--- src/rtl/vga_pattern_gen.sv ---
// rtl/vga_pattern_gen.sv - test-pattern pixel source (bars, checker, bouncing box, solid); VGA_PAT_GRID_EN adds a white grid
module vga_pattern_gen #(
  parameter int H_ACTIVE = 640,
  parameter int V_ACTIVE = 480,
  parameter int BOX_SIZE = 32,
  parameter int BOX_STEP = 2
) (
  input  logic       clk,
  input  logic       reset,
  input  logic       pix_en,
  input  logic       video_on,
  input  logic [9:0] x,
  input  logic [9:0] y,
  input  logic       frame_start,
  input  logic       mode_btn,
  output logic [3:0] out_r,
  output logic [3:0] out_g,
  output logic [3:0] out_b,
  output logic [1:0] mode
);

  localparam logic [10:0] SIZE_W = 11'(BOX_SIZE);
  localparam logic [10:0] STEP_W = 11'(BOX_STEP);
  localparam logic [10:0] H_W    = 11'(H_ACTIVE);
  localparam logic [10:0] V_W    = 11'(V_ACTIVE);
  localparam logic [9:0]  BAR_W  = 10'(H_ACTIVE / 8);

  logic [1:0]  mode_q;
  logic        btn_q;
  logic [9:0]  box_x_q, box_y_q, box_x_d, box_y_d;
  logic        dir_x_neg_q, dir_y_neg_q, dir_x_neg_d, dir_y_neg_d;
  logic [11:0] frame_col_q;
  logic [11:0] out_q, out_d;
  logic [11:0] pat;
  logic [2:0]  bar;
  logic        in_box;

  // Returns {new_dir_neg, new_pos}; bounces clamp to the edge instead of overshooting.
  function automatic logic [10:0] step_axis(input logic [9:0] pos, input logic neg,
                                            input logic [10:0] limit);
    logic [10:0] p;
    logic [10:0] edge_pos;
    logic [10:0] np;
    logic        nn;
    p        = {1'b0, pos};
    edge_pos = limit - SIZE_W;
    nn       = neg;
    if (!neg) begin
      if (p + SIZE_W + STEP_W > limit) begin
        np = edge_pos;
        nn = 1'b1;
      end else begin
        np = p + STEP_W;
      end
    end else if (p < STEP_W) begin
      np = 11'd0;
      nn = 1'b0;
    end else begin
      np = p - STEP_W;
    end
    return {nn, np[9:0]};
  endfunction

  always_comb begin
    {dir_x_neg_d, box_x_d} = step_axis(box_x_q, dir_x_neg_q, H_W);
    {dir_y_neg_d, box_y_d} = step_axis(box_y_q, dir_y_neg_q, V_W);
  end

  always_comb begin
    bar    = 3'(x / BAR_W);
    in_box = ({1'b0, x} >= {1'b0, box_x_q}) && ({1'b0, x} < {1'b0, box_x_q} + SIZE_W) &&
             ({1'b0, y} >= {1'b0, box_y_q}) && ({1'b0, y} < {1'b0, box_y_q} + SIZE_W);
    pat = 12'h000;
    case (mode_q)
      2'd0:    pat = {{4{bar[2]}}, {4{bar[1]}}, {4{bar[0]}}};
      2'd1:    pat = (x[5] ^ y[5]) ? 12'hFFF : 12'h000;
      2'd2:    pat = in_box ? 12'hF00 : 12'h00F;
      default: pat = frame_col_q;
    endcase
`ifdef VGA_PAT_GRID_EN
    if (x[5:0] == 6'd0 || y[5:0] == 6'd0) pat = 12'hFFF;
`else
`endif
    out_d = video_on ? pat : 12'h000;
  end

  always_ff @(posedge clk or negedge reset) begin
    if (!reset) begin
      mode_q      <= 2'd0;
      btn_q       <= 1'b0;
      box_x_q     <= 10'd0;
      box_y_q     <= 10'd0;
      dir_x_neg_q <= 1'b0;
      dir_y_neg_q <= 1'b0;
      frame_col_q <= 12'h000;
      out_q       <= 12'h000;
    end else begin
      btn_q <= mode_btn;
      if (mode_btn && !btn_q) mode_q <= mode_q + 2'd1;
      if (frame_start) begin
        frame_col_q <= frame_col_q + 12'd1;
        box_x_q     <= box_x_d;
        box_y_q     <= box_y_d;
        dir_x_neg_q <= dir_x_neg_d;
        dir_y_neg_q <= dir_y_neg_d;
      end
      if (pix_en) out_q <= out_d;
    end
  end

  assign out_r = out_q[11:8];
  assign out_g = out_q[7:4];
  assign out_b = out_q[3:0];
  assign mode  = mode_q;

endmodule
--- config.mk ---
export PLATFORM = sky130hd
export DESIGN_NAME = vga_pattern_gen
export DESIGN_NICKNAME = d
export VERILOG_FILES = /design/src/rtl/vga_pattern_gen.sv
export SDC_FILE = /design/constraint.sdc
export NUM_CORES = 1
export LEC_CHECK = 0
export ABC_AREA = 1
export BUFFER_PORTS_ARGS = -buffer_cell sky130_fd_sc_hd__buf_4
export CORE_ASPECT_RATIO = 1.2
export CORE_MARGIN = 4
export CORE_UTILIZATION = 25
export CTS_CLUSTER_SIZE = 20
export DETAILED_ROUTE_END_ITERATION = 8
export PLACE_DENSITY = 0.39
export SYNTH_ARGS = -nofsm -noshare
export SYNTH_HDL_FRONTEND = slang
export SYNTH_SLANG_ARGS = --single-unit
--- constraint.sdc ---
create_clock -name clk -period 4.89 [get_ports clk]
set_clock_uncertainty 0.1 [all_clocks]
set_input_delay 1.467 -clock clk [delete_from_list [all_inputs] [get_ports clk]]
set_output_delay 1.467 -clock clk [all_outputs]
set_load 0.01 [all_outputs]
==> out/qor.yml <==
floorplanning:
  core_um2: 16800
  die_width_um: 127
  die_area_um2: 19200
  rows: 52
  die_h_um: 151
  io_pins: 40
  initial_core_util: 0.254
route:
  drc: 0
  vias: 3713
  avgRoutedWirePerCell_um: 13.3
  routed_wl_mm: 11.0
  drt_pre_antenna_iters: 4
  antenna_left: 0
  viasPerCell: 4.51
  drt_iter0_markers: 221
clock_tree:
  cts_resized: 0
  root_buffer: "clkbuf_16"
  cts-htree-levels: 2
  numCtsBuffers: 5
  clockBufferDepth: 2
  cts.clk_slew.worst_paths_ns: 0.07
  cts_setup_buffers: 0
  cts_tree: "built"
  clock_latency_ns: 0.29
  clock_sinks: 47
  hold_buffers: 0
layout:
  drive_above_1_share: 0.168
  seqCellArea_um2: 1180
  fin_util: 0.288
  antenna_cells: 0
  syn_to_final_growth_pct: 13.4
  layout_commonest_cell: "nand2_1"
  most-common-layout-cells: "nand2_1 (108), inv_1 (71), nor2_1 (55)"
  multiInputGateArea_um2: 2640
  final_area_um2: 4830
  fin_nets: 676
  nFillCells: 1864
sta:
  fin_tns_setup_ns: 0
  setup_ws_ns: 1.86
  worstMarginPinSlew_ns: 0.635
  rsz0062_at_grt: "no"
  fin_crit_sh: 0.619
  slew_violations: 0
  layout_min_cycle_time_ns: 3.03
  holdWs_ns: 0.364
  finalHoldViolations: 0
  max_slew_margin: 0.577
  setup_viol: 0
  clock.fmax_mhz: 330
yosys:
  synthCells: 581
  ys.flop_type: "dfrtp_1"
  ys_seq_elements: 47
  synth_cell_types: 50
  synth.avg_cell_area_um2: 7.34
  synth-async-reset-ratio: 1.00
  yosys_warnings: 0
  synth_edf_count: 0
  syn_nets: 650
  netlist_area_um2: 4260
  yosysSeqAreaShare: 0.276
place:
  placed_cell_area_um2: 4690
  io_buffers: 37
  pre_cts_ws_ns: 1.50
  dp_hpwl_mm: 8.77
  globalplace.congestion: 0.805
global_route:
  grt_pass1_wl_mm: 18.2
  antenna_found_initial: 0
  grt_start_max_net_pins: 48
  grt_pass1_vias: 3756
  grtUsageTotal: 0.116
  overflow: 0
pwr:
  powerDensity_nw_per_um2: 600
  peakVddDrop_mv: 0.129
  p_leak_uw: 0.00246
worst_hold_path:
  worstHoldPathType: "reg2reg"
critical_path:
  worstSetupStartpointType: "primary input"
  criticalPathCategory: "in2reg"
  path_max_fanout: 4
  cp_common_cell: "nand2_1"
  end_kind: "register"
  crit_slowest_cell: "nor2_1"
  crit_required_ns: 4.98
  worst_path_largest_cell_delay_ns: 0.29
  critPathArrivalTime_ns: 3.11
  worstPathCellList: "buf_4 > ha_1 > or2_2 > a21oi_1 > nor3_1 > nor2_1 > nand3_1 > nand2_1 > nand3_2 > nand2_1 > nand2_1"
status:
  status: "completed"
job:
  cap_violations: 0
## layer usage
layer / track usage / up-vias / wire length [um]
li1: - / 1932 / -
met2: 0.221 / 36 / 5780
met3: 0.0141 / 16 / 211
met1: 0.135 / 1729 / 4740
met5: 0 / - / 0
met4: 0.0376 / 0 / 231
## power by group
| part | total, uW | leakage (uW) | switching [uW] | internal, uW |
|---|---|---|---|---|
| Combinational | 1780 | 0.00184 | 1090 | 685 |
| Sequential | 785 | 0.000549 | 238 | 547 |
| Clock | 337 | 0.0000696 | 150 | 187 |
## stage by stage
step	total power [uW]	instances
after floorplan	2130	581
after global placement	2570	816
after detailed placement	2590	816
after CTS	2950	823
after global routing	3230	823
final	2900	823
## flip-flops by register name, summed over array words and instances (netlist names)
register / flops
dir_x_neg_q: 1
btn_q: 1
dir_y_neg_q: 1
box_x_q: 9
frame_col_q: 12
mode: 2
out_q: 12
box_y_q: 9
## synth_stat cells, types with 8 or more instances
library cell / count / share of area
nand2_1: 108 / 0.095
nor2_1: 55 / 0.048
ha_1: 43 / 0.13
nand2_2: 9 / 0.013
o21ai_0: 16 / 0.019
nand3_1: 40 / 0.047
xor2_1: 33 / 0.068
inv_2: 12 / 0.011
dfrtp_1: 47 / 0.28
nand4_1: 13 / 0.019
a21oi_1: 40 / 0.047
o21ai_1: 8 / 0.0094
inv_1: 71 / 0.063
## cell families after synthesis
logic type                 after synthesis  synth area share
and+or+nand+nor                        261             0.293
adders and majority gates               43             0.126
xor gates and xnor gates                37            0.0795
AOI/OAI and AO/OA                       89             0.122
DFF                                     47             0.276
buffers and inverters                  104             0.104
## worst max-delay path: cells and delay by family
| kind | cells | cell delay (ns) |
|---|---|---|
| compound gates | 1 | 0.14 |
| simple gates | 8 | 1.12 |
| buf+inv | 1 | 0.11 |
| fa+ha+maj | 1 | 0.27 |
## area by class of cell
| cell class | count | area share |
|---|---|---|
| clock buffers | 5 | 0.0259 |
| flip-flops and latches | 47 | 0.243 |
| multi-input cells | 430 | 0.547 |
| repair buffers | 37 | 0.0575 |
| inverters | 86 | 0.0676 |
| well taps | 216 | 0.0559 |
| clock inverters | 2 | 0.00285 |
## worst paths after layout
path	slack, ns	from	depth (start not counted)	endpoint
min in group asynchronous	1.08	reset	1	mode[0]$_DFFE_PN0P_
max in group asynchronous	3.16	reset	1	frame_col_q[1]$_DFFE_PN0P_
min	0.36	frame_col_q[10]$_DFFE_PN0P_	1	frame_col_q[10]$_DFFE_PN0P_
max reg2reg	2.18	box_x_q[5]$_DFFE_PN0P_	14	out_q[1]$_DFFE_PN0P_
max	1.86	y[1]	11	out_q[1]$_DFFE_PN0P_
min reg2reg	0.36	frame_col_q[10]$_DFFE_PN0P_	1	frame_col_q[10]$_DFFE_PN0P_
Note: power is estimated with default switching activity, not from simulation.
